File: src/rtl/sipo_deserializer_if.sv
// Serial-in / parallel-out bus: serial bit stream in, assembled word out with a
// valid/ready handshake plus status.
interface sipo_deserializer_if #(
  parameter int WIDTH = 8
);
  localparam int CW = $clog2(WIDTH + 1);

  logic             din;
  logic             din_valid;
  logic             flush;
  logic [WIDTH-1:0] dout;
  logic             dout_valid;
  logic             dout_ready;
  logic [CW-1:0]    bit_count;
  logic             overflow;

  modport master (
    output din, din_valid, flush, dout_ready,
    input  dout, dout_valid, bit_count, overflow
  );

  modport slave (
    input  din, din_valid, flush, dout_ready,
    output dout, dout_valid, bit_count, overflow
  );
endinterface

File: src/rtl/sipo_deserializer.sv
// Serial-to-parallel deserializer: shifts qualified bits into a WIDTH-bit register
// and hands each completed word to a one-deep output register.
module sipo_deserializer #(
  parameter int WIDTH     = 8,
  parameter bit MSB_FIRST = 1'b1
) (
  input  logic               clk,
  input  logic               reset,
  sipo_deserializer_if.slave bus
);
  localparam int CW = $clog2(WIDTH + 1);

  logic [WIDTH-1:0] shift_p0;
  logic [CW-1:0]    count_p0;
  logic [WIDTH-1:0] dout_p1;
  logic             vld_p1;
  logic             overflow_p1;

  logic [WIDTH-1:0] word_next;
  logic             consume;
  logic             complete;
  logic             handshake;
  logic             load;

  function automatic logic [WIDTH-1:0] shift_in(input logic [WIDTH-1:0] cur, input logic b);
    if (MSB_FIRST) return {cur[WIDTH-2:0], b};
    else           return {b, cur[WIDTH-1:1]};
  endfunction

  // A flush swallows any bit presented on the same edge.
  assign consume   = bus.din_valid && !bus.flush;
  assign word_next = shift_in(shift_p0, bus.din);
  assign complete  = consume && (count_p0 == CW'(WIDTH - 1));
  assign handshake = vld_p1 && bus.dout_ready;
  assign load      = complete && (!vld_p1 || bus.dout_ready);

  // Stage 0: serial shift register and bit counter
  always_ff @(posedge clk) begin
    if (reset) begin
      shift_p0 <= '0;
      count_p0 <= '0;
    end else if (bus.flush) begin
      shift_p0 <= '0;
      count_p0 <= '0;
    end else if (bus.din_valid) begin
      shift_p0 <= word_next;
      count_p0 <= complete ? '0 : count_p0 + CW'(1);
    end
  end

  // Stage 1: output holding register; a word arriving into a full, stalled register is dropped
  always_ff @(posedge clk) begin
    if (reset) begin
      dout_p1     <= '0;
      vld_p1      <= 1'b0;
      overflow_p1 <= 1'b0;
    end else begin
      if (load) begin
        dout_p1 <= word_next;
        vld_p1  <= 1'b1;
      end else if (handshake) begin
        vld_p1  <= 1'b0;
      end
      if (complete && vld_p1 && !bus.dout_ready)
        overflow_p1 <= 1'b1;
    end
  end

  assign bus.dout       = dout_p1;
  assign bus.dout_valid = vld_p1;
  assign bus.bit_count  = count_p0;
  assign bus.overflow   = overflow_p1;
endmodule

File: src/flat_wrapper.sv
// flat-port wrapper written by rule: the top's interface ports become plain ports
module sipo_deserializer_flat 
#(
  parameter int WIDTH     = 8,
  parameter bit MSB_FIRST = 1'b1
)
  (clk, reset, bus_din, bus_din_valid, bus_flush, bus_dout_ready, bus_dout, bus_dout_valid, bus_bit_count, bus_overflow);
  sipo_deserializer_if #(.WIDTH(WIDTH)) bus_i ();
  input  logic clk;
  input  logic reset;
  input wire logic [$bits(bus_i.din)-1:0] bus_din;
  input wire logic [$bits(bus_i.din_valid)-1:0] bus_din_valid;
  input wire logic [$bits(bus_i.flush)-1:0] bus_flush;
  input wire logic [$bits(bus_i.dout_ready)-1:0] bus_dout_ready;
  output wire logic [$bits(bus_i.dout)-1:0] bus_dout;
  output wire logic [$bits(bus_i.dout_valid)-1:0] bus_dout_valid;
  output wire logic [$bits(bus_i.bit_count)-1:0] bus_bit_count;
  output wire logic [$bits(bus_i.overflow)-1:0] bus_overflow;
  assign bus_i.din = bus_din;
  assign bus_i.din_valid = bus_din_valid;
  assign bus_i.flush = bus_flush;
  assign bus_i.dout_ready = bus_dout_ready;
  assign bus_dout = bus_i.dout;
  assign bus_dout_valid = bus_i.dout_valid;
  assign bus_bit_count = bus_i.bit_count;
  assign bus_overflow = bus_i.overflow;
  sipo_deserializer #(.WIDTH(WIDTH), .MSB_FIRST(MSB_FIRST)) u_core (.clk(clk), .reset(reset), .bus(bus_i));
endmodule
File: config.mk
export PLATFORM = sky130hd
export DESIGN_NAME = sipo_deserializer_flat
export DESIGN_NICKNAME = d
export VERILOG_FILES = /design/src/rtl/sipo_deserializer_if.sv /design/src/rtl/sipo_deserializer.sv /design/src/flat_wrapper.sv
export SDC_FILE = /design/constraint.sdc
export NUM_CORES = 1
export LEC_CHECK = 0
export ABC_CLOCK_PERIOD_IN_PS = 1600
export CAP_MARGIN = 20
export CORE_MARGIN = 5
export CORE_UTILIZATION = 47
export DETAILED_ROUTE_END_ITERATION = 10
export GPL_TIMING_DRIVEN = 1
export PLACE_DENSITY = 0.77
export SLEW_MARGIN = 20
export SYNTH_ARGS = -nofsm -noshare
export SYNTH_HDL_FRONTEND = slang
export SYNTH_SLANG_ARGS = --single-unit
File: constraint.sdc
create_clock -name clk -period 1.6 [get_ports clk]
set_input_delay 0.24 -clock clk [delete_from_list [all_inputs] [get_ports clk]]
set_output_delay 0.24 -clock clk [all_outputs]
set_load 0.01 [all_outputs]
After elaboration in Yosys (flattened, before gate mapping)
Index checks and enable logic that the tools add are counted.
{ "word_totals": {"regBits": 21, "latch_bits": 0, "ramBits": 0, "mem_bits_ro": 0, "in_bits": 6, "out_inout_bits": 14, "memories": 0} }
{ "classes": {"n_addsub": 1, "n_mul": 0, "div_mod_pow": 0, "order_cmp": 0, "n_eq_ne": 1, "shifts": 0, "mux": 3, "bitwise_logic": 0, "n_reduce_logical": 12} }
{ "ops": {"columns": ["cell", "n"], "rows": [
  ["logical AND 1 bit", 6],
  ["adder 4 x 1 -> 4 bit, second input constant", 1],
  ["equality test 4 x 3 -> 1 bit, second input constant", 1],
  ["2-to-1 mux 4 bit", 1],
  ["zero test 1 bit", 3],
  ["2-to-1 mux 1 bit", 2],
  ["nonzero test 2 bit", 1],
  ["OR reduction 2 bit", 1],
  ["logical OR 1 bit", 1]
]} }

Logic depth before layout (Yosys ltp)
Gate-level depths: netlist (run 1).
{ "logic_depth": {"ltp_word": 5, "ltp_mapped": 5, "depth_no_buf": 4} }

Least setup slack after synthesis (run 1)
OpenSTA, ideal clock, no wires.
{ "synth_timing": {"path_kind": "reg2reg", "from": "register u_core.count_p0[0] (netlist: u_core.bus.bit_count[0])", "to": "register u_core.dout_p1[0] (netlist: u_core.bus.dout[0])", "arrival_ns": 1.278, "t_required_ns": 1.528, "path_slack_ns": 0.250, "path_stages_with_launch": 6, "synth_period_minus_slack_ns": 1.350, "path_cell_list": "dfxtp_1 > ha_1 > nand4b_1 > nor3b_1 > buf_4 > mux2i_1"} }
{ "synth_via": {"elab_chain_len": 3} }
{ "synth_rtl": {"columns": ["element", "line_no", "rtl"], "rows": [
  ["start, declared", "sipo_deserializer.sv:14", "logic [CW-1:0] count_p0;"],
  ["start signal, assigned", "sipo_deserializer.sv:47", "count_p0 <= complete ? '0 : count_p0 + CW'(1);"],
  ["equality test 4 x 3 -> 1 bit", "sipo_deserializer.sv:33", "assign complete = consume && (count_p0 == CW'(WIDTH - 1));"],
  ["logical AND 1 bit", "sipo_deserializer.sv:33", null],
  ["logical AND 1 bit", "sipo_deserializer.sv:35", "assign load = complete && (!vld_p1 || bus.dout_ready);"],
  ["end signal, assigned", "sipo_deserializer.sv:59", "dout_p1 <= word_next;"],
  ["end, declared", "sipo_deserializer.sv:15", "logic [WIDTH-1:0] dout_p1;"]
]} }
No other way between the ends.
A chain may end at the register's enable or synchronous reset.

Worst setup path after layout (run 1)
{ "layout_timing": {"from": "register u_core.count_p0[0] (netlist: u_core.bus.bit_count[0])", "to": "output bus_bit_count[0]"} }
{ "layout_rtl": {"columns": ["element", "line_no", "rtl"], "rows": [
  ["end, declared", "flat_wrapper.sv:17", "output wire logic [$bits(bus_i.bit_count)-1:0] bus_bit_count;"]
]} }
No word-level cell between the ends.

==> results of run 1 <==
[layer usage]
layer,vias to the layer above,global-route usage (%),wire length [um],part of all wire (%)
met2,8,19.0,708,46
met5,-,0,0,0
li1,329,-,-,-
met3,4,3.70,51,3.3
met4,0,7.23,34,2.2
met1,278,17.1,747,48
[registers in the layout (all words and copies together) (netlist names)]
register	count
u_core.bus.overflow	1
u_core.bus.bit_count	4
u_core.bus.dout	8
u_core.shift_p0	7
u_core.bus.dout_valid	1
[worst min-delay path, stage by stage (launching register included)]
cell     delay (ns)
dfxtp_1        0.33
inv_1          0.05
a21oi_1        0.05
[stage by stage]
| step | setup WS, ns | power, mW | instances | utilization, % |
|---|---|---|---|---|
| global route | 0.00863 | 0.887 | 133 | 64.8 |
| floorplan | 0.250 | 0.568 | 85 | - |
| finish | 0.0666 | 0.834 | 133 | 64.8 |
| detailed placement | 0.0122 | 0.597 | 129 | 63.2 |
| CTS | 0.0587 | 0.846 | 133 | 64.8 |
| global placement | 0.0455 | 0.595 | 129 | 63.2 |
[worst max-delay path by stage]
| stage | startpoint | to | slack, ns | cells past startpoint |
|---|---|---|---|---|
| after floorplan | u_core.bus.bit_count[0]$_SDFFE_PP0P_ | u_core.bus.dout[0]$_SDFFE_PP0P_ | 0.25 | 5 |
| after global routing | u_core.bus.bit_count[0]$_SDFFE_PP0P_ | bus_bit_count[0] | 0.009 | 1 |
| after CTS | u_core.bus.bit_count[0]$_SDFFE_PP0P_ | bus_bit_count[0] | 0.06 | 1 |
| after detailed placement | bus_din_valid | u_core.bus.dout[3]$_SDFFE_PP0P_ | 0.01 | 5 |
| after global placement | bus_din_valid | u_core.bus.dout[2]$_SDFFE_PP0P_ | 0.05 | 5 |
| final | u_core.bus.bit_count[0]$_SDFFE_PP0P_ | bus_bit_count[0] | 0.07 | 1 |
[logic make-up after synthesis]
family          count (synthesis)  synth area share (%)
fa+ha+maj                       1                  1.46
mux                            16                  18.6
compound gates                  3                  1.89
xor+xnor                        2                  2.04
buf+inv                         5                  2.77
simple gates                   37                  24.3
flops                          21                  48.9
[power by group through the flow]
stage | Clock, mW | Sequential [mW] | Combinational, mW
after global routing | 0.297 | 0.529 | 0.0610
after floorplan | 0 | 0.540 | 0.0278
after global placement | 0 | 0.540 | 0.0555
final | 0.250 | 0.528 | 0.0563
after CTS | 0.261 | 0.528 | 0.0566
after detailed placement | 0 | 0.540 | 0.0566
[cell type report]
| cell class | instances | area [sq um] | share of cell area (%) |
|---|---|---|---|
| Multi-Input combinational cell | 59 | 415 | 37.1 |
| Tap cell | 25 | 31.3 | 2.80 |
| Clock buffer | 3 | 22.5 | 2.01 |
| Timing Repair Buffer | 23 | 220 | 19.7 |
| Sequential cell | 21 | 420 | 37.6 |
| Clock inverter | 1 | 5.00 | 0.447 |
| Inverter | 1 | 3.75 | 0.336 |
[cells in the final DEF, fill, tap and decap left out, types with 2 or more instances in the layout]
cell type / n
nand2b_1: 18
xor2_1: 2
dfxtp_1: 21
clkdlybuf4s50_1: 19
buf_4: 4
mux2i_1: 16
clkbuf_4: 3
nor2_1: 10
==> summary.md, run 1 <==
| Metric | Value |
|---|---|
| TritonCTS clock tree | `done` |
| Antenna cells | `0` |
| Final #Nets | `116` |
| CTS root buffer | `clkbuf_4` |
| Cell count of the worst reg-to-reg path | `5` |
| Normalized max-slew margin | `90.6%` |
| Buffers on Ports | `19` |
| Global placer's final weighted congestion | `0.705` |
| Final-layout fill cell count | `154` |
| Setup_tns | `0 ns` |
| Hold_sp | `u_core.bus.overflow$_SDFFE_PP0P_` |
| DIE HEIGHT | `52.8 um` |
| Clock skew | `0.00188 ns` |
| Power Dens Cells | `746 nW/um^2` |
| RR Startpoint | `u_core.bus.bit_count[0]$_SDFFE_PP0P_` |
| Starting Density | `49.8%` |
| Largest net degree at the start of global routing | `19` |
| Post-synthesis cell count | `85` |
| Number of global-route vias before repair | `592` |
| Die ar. | `2780 sq um` |
| Logic pwr share | `6.8%` |
| Fmax | `0.652 GHz` |
| Fin crit period | `1.53 ns` |
| Syn Nets | `92` |
| DR pass1 iterations | `4` |
| CTS HTree Levels | `1` |
| WP data required | `1.36 ns` |
| Yosys warns | `0` |
| Post-synth top cells | `dfxtp_1 (21), nand2b_1 (18), mux2i_1 (16)` |
| Post-synth top area share | `48.9%` |
| Via density | `4.65` |
| First-pass GRT wire length | `2630 um` |
| Die X | `52.8 um` |
| Number of synthesized flops with an enable pin | `0` |
| Wire per inst | `11.6 um` |
| Core area | `1730 sq um` |
| R2R Path End | `u_core.bus.dout[3]$_SDFFE_PP0P_` |
| CTS max path bufs | `2` |
| Tcrit/Tclk final | `95.8%` |
| DRT iter0 DRCs | `3` |
| Syn_area_per_cell | `10.1 sq um` |
| R2R setup slack | `0.15 ns` |
| Cell family with most CP delay | `buffers and inverters` |
| CP Max Fanout | `5` |
| DRC | `0` |
| Yosys reg bits | `21` |
| Mapped Area | `860 sq um` |
| Finished Cell Area | `1120 sq um` |
| Slowest-stage cell, CP | `clkdlybuf4s50_1` |
| Clock Sinks | `21` |
| HP Class | `flip-flop to flip-flop` |
| Routed WL | `1540 um` |
| CTS Hold Buffers Added | `0` |
| # rows | `15` |
| Synth area leaders | `dfxtp_1 (49%), mux2i_1 (19%), nand2b_1 (13%), nor2_1 (4.4%), xor2_1 (2.0%)` |
| Crit. End Element | `output port` |
| PostCTS Resize Cnt | `0` |
| Ports | `20` |
| Critical-path cell list | `clkdlybuf4s50_1` |
| Sequential share of power | `63.3%` |
| Largest stage delay, worst path | `0.58 ns` |
| Post-synthesis sequential area ratio | `48.9%` |
| Worst-margin pin slew | `0.137 ns` |
| Primary FF master, synth | `dfxtp_1` |
| DPL Wire Length | `1140 um` |
| Net Sw Frac | `22.0%` |
| Crit Path Class | `flip-flop to output port` |
| Synthesis-to-layout area growth | `30.1%` |
| Total grt overflow | `0` |
| Internal power | `0.651 mW` |
| FFs w/ async S/R, synth | `0%` |
| Area after DPL | `1090 sq um` |
| Latest clock arrival within the worst-skew pair | `0.29 ns` |
| Setup-failing EPs final | `0` |
| Detail Route Antenna Nets | `0` |
| Library cells used by synthesis | `22` |
| Final hold vios | `0` |
| GRT Util Overall | `13.1%` |
| Max Slew Vio Count | `0` |
| Reg clk slew, reported paths | `0.12 ns` |
| Antenna violations before repair | `0` |
| Crit path launch type | `flip-flop` |
| Max-Cap Viols | `0` |
| Setup bufs post-CTS | `0` |
| RSZ-0062 raised after global routing | `no` |
| Net switching power | `0.183 mW` |
| CTS buffer count | `3` |
| Vias | `619` |
| Hold path endpoint | `u_core.bus.overflow$_SDFFE_PP0P_` |
| Clock power share | `29.9%` |
| Share of layout cells above drive strength 1 | `7.41%` |
| Peak supply drop | `0.610 mV` |
| Worst EP arrival | `1.29 ns` |
| Leakage | `0.397 nW` |
| Yosys top cell by area | `dfxtp_1` |
| Status | `completed` |
| Hold_ws | `0.451 ns` |
| Most common cell in the netlist | `dfxtp_1` |
| Buf/Inv on CP | `1` |
| Hold Crit Depth | `2` |
Power figures use the tool's default switching activity.
==> run 2: changes to the inputs <==
Settings changed: ABC_CLOCK_PERIOD_IN_PS 1600 to 1900, CORE_UTILIZATION 47 to 50, PLACE_DENSITY 0.77 to 0.81.
Clock period 1.6 ns to 1.9 ns, I/O delays scaled along.
==> summary.md, run 2 (synthesized netlist as in run 1, its figures left out) <==
| Metric | Value |
|---|---|
| CTS max path bufs | `2 (unchanged)` |
| Crit Path Class | `flip-flop to output port` |
| Multi-input logic area | `415 sq um (unchanged)` |
| Storage cell area | `420 sq um (unchanged)` |
| Normalized max-slew margin | `89.9% (-0.71 points)` |
| Tcrit/Tclk final | `81.8%` |
| Clock skew | `0.00130 ns (-0.000581 ns)` |
| CTS buffer count | `3 (unchanged)` |
| Power Dens Cells | `630 nW/um^2 (-16%)` |
| Post-place setup slack | `0.221 ns (+0.209 ns)` |
| Largest net degree at the start of global routing | `19 (unchanged)` |
| Worst EP arrival | `1.27 ns (-0.02 ns)` |
| CTS Hold Buffers Added | `0 (unchanged)` |
| Hold Crit Depth | `2 (unchanged)` |
| Buffers on Ports | `19 (unchanged)` |
| Setup-failing EPs final | `0 (unchanged)` |
| CTS root buffer | `clkbuf_4` |
| Die ar. | `2650 sq um (-4.9%)` |
| CP Max Fanout | `5 (unchanged)` |
| Clock Sinks | `21 (unchanged)` |
| Via density | `5.06 (+8.8%)` |
| Fin crit period | `1.55 ns` |
| Detail Route Antenna Nets | `0 (unchanged)` |
| TritonCTS clock tree | `done` |
| Global placer's final weighted congestion | `0.714 (+1.3%)` |
| Area after DPL | `1080 sq um (-0.92%)` |
| Fmax | `0.643 GHz` |
| WP data required | `1.62 ns (+0.26 ns)` |
| Hold_sp | `u_core.bus.overflow$_SDFFE_PP0P_` |
| R2R setup slack | `0.41 ns (+0.26 ns)` |
| R2R Path End | `u_core.bus.dout[5]$_SDFFE_PP0P_` |
| RSZ-0062 raised after global routing | `no` |
| Reg clk slew, reported paths | `0.11 ns (about the same)` |
| Status | `completed` |
| CTS HTree Levels | `1 (unchanged)` |
| Finished Cell Area | `1110 sq um (-1.0%)` |
| Final #Nets | `116 (unchanged)` |
| Peak supply drop | `0.421 mV (-31%)` |
| Cell count of the worst reg-to-reg path | `5 (unchanged)` |
| Max-Cap Viols | `0 (unchanged)` |
| Number of global-route vias before repair | `603 (+1.9%)` |
| Cell family with most CP delay | `buffers and inverters` |
| Largest stage delay, worst path | `0.56 ns (-0.02 ns)` |
| # rows | `15 (unchanged)` |
| DRT iter0 DRCs | `4 (+1)` |
| DPL Wire Length | `1130 um (-0.89%)` |
| Ports | `20 (unchanged)` |
| Critical-path cell list | `clkdlybuf4s50_1` |
| Vias | `633 (+2.3%)` |
| First-pass GRT wire length | `2700 um (+2.6%)` |
| Commonest non-fill, non-tap cell in the layout | `dfxtp_1` |
| DIE HEIGHT | `51.5 um (-2.5%)` |
| Crit path launch type | `flip-flop` |
| PostCTS Resize Cnt | `0 (unchanged)` |
| Most frequent cells in the layout | `dfxtp_1 (21), clkdlybuf4s50_1 (19), nand2b_1 (18)` |
| RR Startpoint | `u_core.bus.bit_count[0]$_SDFFE_PP0P_` |
| Crit path depth | `1 (unchanged)` |
| Final hold vios | `0 (unchanged)` |
| Buf/Inv on CP | `1 (unchanged)` |
| Total grt overflow | `0 (unchanged)` |
| Worst Slack Setup Final | `0.345 ns (+0.279 ns)` |
| DR pass1 iterations | `4 (unchanged)` |
| Crit. End Element | `output port` |
| Routed WL | `1520 um (-1.1%)` |
| Core area | `1690 sq um (-2.2%)` |
| Hold path endpoint | `u_core.bus.overflow$_SDFFE_PP0P_` |
| Share of layout cells above drive strength 1 | `6.48% (-0.93 points)` |
| Die X | `51.5 um (-2.5%)` |
| Worst-margin pin slew | `0.147 ns (+0.0104 ns)` |
| Wire per inst | `12.2 um (+5.2%)` |
| GRT Util Overall | `13.6% (+0.49 points)` |
| DRC | `0 (unchanged)` |
| Max Slew Vio Count | `0 (unchanged)` |
| Slowest-stage cell, CP | `clkdlybuf4s50_1` |
| Starting Density | `50.9% (+1.1 points)` |
| Synthesis-to-layout area growth | `28.8%` |
| Antenna violations before repair | `0 (unchanged)` |
| Leakage | `0.394 nW (-0.69%)` |
| Latest clock arrival within the worst-skew pair | `0.29 ns (about the same)` |
| Antenna cells | `0 (unchanged)` |
| HP Class | `flip-flop to flip-flop` |
| Setup_tns | `0 ns (unchanged)` |
| Setup bufs post-CTS | `0 (unchanged)` |
| Largest register FFs | `8 (unchanged)` |
| Final-layout fill cell count | `136 (-12%)` |
[run 2: through the flow]
stage,hold slack [ns],instances,total power [mW],utilization (%)
finish,0.452,125,0.697,65.6
detailed placement,0.441,121,0.502,64.0
global placement,0.434,121,0.501,64.0
global route,0.491,125,0.734,65.6
CTS,0.456,125,0.707,65.6
floorplan,0.432,85,0.478,-
[run 2: worst min-delay path: cells and delay by family, from the launching register on]
kind	cells	cell delay (ns)
AOI/OAI and AO/OA	1	0.05
buffers and inverters	1	0.05
DFF	1	0.32
[run 2: routing by layer]
metal	up-vias	routed length, um	global-route usage (%)
met5	-	0	0
met4	0	8	5.24
met3	2	73	3.79
met2	12	716	20.6
met1	287	726	18.1
li1	332	-	-
[run 2: area by class of cell]
type | instances | area share (%)
Sequential cell | 21 | 38.0
Inverter | 1 | 0.339
Timing Repair Buffer | 23 | 19.9
Multi-Input combinational cell | 59 | 37.5
Tap cell | 17 | 1.92
Clock buffer | 4 | 2.37
[run 2: how the worst max path moves through the flow]
stage	to	from
3_3_place_gp	u_core.bus.dout[0]$_SDFFE_PP0P_	bus_din_valid
5_1_grt	u_core.bus.dout[3]$_SDFFE_PP0P_	u_core.bus.bit_count[0]$_SDFFE_PP0P_
6_report	bus_bit_count[0]	u_core.bus.bit_count[0]$_SDFFE_PP0P_
3_5_place_dp	u_core.bus.dout[5]$_SDFFE_PP0P_	bus_din_valid
2_1_floorplan	u_core.bus.dout[0]$_SDFFE_PP0P_	u_core.bus.bit_count[0]$_SDFFE_PP0P_
4_1_cts	bus_bit_count[0]	u_core.bus.bit_count[0]$_SDFFE_PP0P_
[run 2: report_power, final]
group / internal, mW / leakage, nW / switching (mW)
Clock: 0.0817 / 0.0150 / 0.124
Sequential: 0.442 / 0.169 / 0.00244
Combinational: 0.0275 / 0.210 / 0.0198
==> run 3: changes to the inputs <==
Settings changed: ABC_CLOCK_PERIOD_IN_PS 1900 to 1290, CORE_UTILIZATION 50 to 42, PLACE_DENSITY 0.81 to 0.73.
Clock period 1.9 ns to 1.29 ns, I/O delays scaled along.
==> summary.md, run 3 (synthesized netlist as in run 1, its figures left out) <==
| Metric | Value |
|---|---|
| Status | `finished, violations left` |
| Failing checks | `setup timing` |
| Critical-path cell list | `ha_4, nand4b_1, nor3b_2, buf_6, mux2i_1` |
| Clock Sinks | `21 (unchanged)` |
| Worst Setup EP | `u_core.bus.dout[2]$_SDFFE_PP0P_` |
| Crit path depth | `5 (+4)` |
| Storage cell area | `424 sq um (+0.89%)` |
| RR Startpoint | `u_core.bus.bit_count[1]$_SDFFE_PP0P_` |
| Leakage | `0.483 nW (+22%)` |
| Cell count of the worst reg-to-reg path | `5 (unchanged)` |
| Global placer's final weighted congestion | `0.746 (+4.4%)` |
| Finished Cell Area | `1160 sq um (+4.7%)` |
| First-pass GRT wire length | `2600 um (-3.6%)` |
| Setup-failing EPs final | `2 (+2)` |
| Cell family with most CP delay | `flip-flops` |
| # rows | `16 (+1)` |
| CTS max path bufs | `2 (unchanged)` |
| DR pass1 iterations | `4 (unchanged)` |
| Fmax | `0.771 GHz` |
| Crit path launch type | `flip-flop` |
| Power Dens Cells | `902 nW/um^2 (+43%)` |
| R2R setup slack | `-0.007 ns (-0.42 ns)` |
| Core area | `1960 sq um (+16%)` |
| Logic pwr share | `7.2% (+0.4 points)` |
| Tcrit/Tclk final | `101%` |
| Worst EP arrival | `1.54 ns (+0.27 ns)` |
| RSZ-0062 raised after global routing | `yes` |
| Antenna cells | `0 (unchanged)` |
| Area after DPL | `1130 sq um (+4.2%)` |
| Final core occ | `59.1% (-6.4 points)` |
| Clock skew | `0.000870 ns (-0.000426 ns)` |
| Fin crit period | `1.30 ns` |
| Largest stage delay, worst path | `0.37 ns (-0.19 ns)` |
| Hold_ws | `0.453 ns (+0.00113 ns)` |
| DRT iter0 DRCs | `5 (+1)` |
| Wire per inst | `10.8 um (-11%)` |
| Net switching power | `0.234 mW (+60%)` |
| Final #Nets | `120 (+3.4%)` |
| Reg clk slew, reported paths | `0.12 ns (about the same)` |
| TritonCTS clock tree | `done` |
| Final-layout fill cell count | `195 (+43%)` |
| HP Class | `flip-flop to flip-flop` |
| R2R Path End | `u_core.bus.dout[2]$_SDFFE_PP0P_` |
| Clock power share | `30.2% (+0.7 points)` |
| Finished Layout Cells | `139 (+11%)` |
| Max Slew Vio Count | `0 (unchanged)` |
| Share of layout cells above drive strength 1 | `15.2% (+8.7 points)` |
| Final hold vios | `0 (unchanged)` |
| DPL Wire Length | `1130 um (+0.13%)` |
| CTS root buffer | `clkbuf_4` |
| Max-Cap Viols | `0 (unchanged)` |
| DRC | `0 (unchanged)` |
| Peak supply drop | `0.544 mV (+29%)` |
| Synthesis-to-layout area growth | `34.9%` |
| Crit Path Class | `flip-flop to flip-flop` |
| WP data required | `1.53 ns (-0.09 ns)` |
| Die X | `55.2 um (+7.3%)` |
| Antenna violations before repair | `0 (unchanged)` |
| Ports | `20 (unchanged)` |
| Most frequent cells in the layout | `nand2b_1 (18), dfxtp_1 (18), mux2i_1 (16)` |
| CTS HTree Levels | `1 (unchanged)` |
| Die ar. | `3050 sq um (+15%)` |
| CP Max Fanout | `8 (+3)` |
| Starting Density | `43.8% (-7.1 points)` |
| Multi-input logic area | `433 sq um (+4.2%)` |
| Setup_tns | `-0.00668 ns (-0.00668 ns)` |
| Placed cell count | `135 (+12%)` |
| Power, Total | `1.05 mW (+50%)` |
| Latest clock arrival within the worst-skew pair | `0.30 ns (about the same)` |
| Slowest-stage cell, CP | `dfxtp_2` |
| Post-place setup slack | `-0.230 ns (-0.451 ns)` |
| Routed WL | `1510 um (-1.1%)` |
| Sequential share of power | `62.6% (-1.2 points)` |
| Net Sw Frac | `22.4% (+1.5 points)` |
| CTS buffer count | `3 (unchanged)` |
| GRT Util Overall | `10.3% (-3.3 points)` |
| Worst Setup SP | `u_core.bus.bit_count[1]$_SDFFE_PP0P_` |
| Internal power | `0.812 mW (+47%)` |
| Largest register FFs | `8 (unchanged)` |
| Vias | `618 (-2.4%)` |
| Number of global-route vias before repair | `586 (-2.8%)` |
| Normalized max-slew margin | `91.3% (+1.4 points)` |
| Largest net degree at the start of global routing | `19 (unchanged)` |
| Total grt overflow | `0 (unchanged)` |
| Via density | `4.45 (-12%)` |
| Buf/Inv on CP | `1 (unchanged)` |
| Detail Route Antenna Nets | `0 (unchanged)` |
| Worst Slack Setup Final | `-0.00658 ns (-0.352 ns)` |
| Buffers on Ports | `19 (unchanged)` |
| Worst-margin pin slew | `0.126 ns (-0.0208 ns)` |
| Crit. End Element | `flip-flop` |
| CTS Hold Buffers Added | `0 (unchanged)` |
| DIE HEIGHT | `55.2 um (+7.3%)` |
## run 3: cell count changes in the layout (fill, tap and decap cells not counted), moves of 3 or more
cell / previous run / this run
dfxtp_2: 0 / 3
dfxtp_1: 21 / 18
dlygate4sd2_1: 0 / 13
clkdlybuf4s50_1: 19 / 5
buf_4: 4 / 7
## run 3: worst reg2reg max path, cell delays in order, from the launching register on
cell and delay [ns]:
dfxtp_2 0.37, ha_4 0.13, nand4b_1 0.15, nor3b_2 0.22
buf_6 0.17, mux2i_1 0.19
## run 3: what timing repair did
action | in CTS | in global routing
pin swaps | 2 | 3
buffers inserted | 0 | 0
resized for setup | 19 | 1
endpoints found under the setup margin | 22 | 10
## run 3: worst min path at each step
stage,endpoint,slack (ns),from,cells past startpoint
after floorplan,u_core.shift_p0[0]$_SDFFE_PP0P_,0.34,bus_din,2
after global placement,u_core.bus.overflow$_SDFFE_PP0P_,0.43,u_core.bus.overflow$_SDFFE_PP0P_,2
after detailed placement,u_core.bus.overflow$_SDFFE_PP0P_,0.44,u_core.bus.overflow$_SDFFE_PP0P_,2
after CTS,u_core.bus.overflow$_SDFFE_PP0P_,0.46,u_core.bus.overflow$_SDFFE_PP0P_,2
after global routing,u_core.bus.overflow$_SDFFE_PP0P_,0.50,u_core.bus.overflow$_SDFFE_PP0P_,2
final,u_core.bus.overflow$_SDFFE_PP0P_,0.45,u_core.bus.overflow$_SDFFE_PP0P_,2
## run 3: layout make-up
class | count | share of cell area, %
clock inverters | 1 | 0.432
inverters | 1 | 0.324
well taps | 27 | 2.91
clock buffers | 3 | 1.94
multi-input cells | 59 | 37.3
repair buffers | 27 | 20.5
flip-flops and latches | 21 | 36.6
## run 3: power groups by stage
stage	clock [mW]	combinational [mW]	sequential [mW]
4_1_cts	0.328	0.0751	0.655
2_1_floorplan	0	0.0345	0.671
3_3_place_gp	0	0.0750	0.669
3_5_place_dp	0	0.0757	0.669
5_1_grt	0.350	0.0834	0.656
6_report	0.316	0.0750	0.655
## run 3: routing by layer
layer / global-route usage [%] / share of wire, % / vias to the layer above
met5: 0 / 0 / -
met4: 5.21 / 2.1 / 0
met3: 2.33 / 3.2 / 4
met2: 17.1 / 47 / 10
met1: 12.3 / 47 / 266
li1: - / - / 338
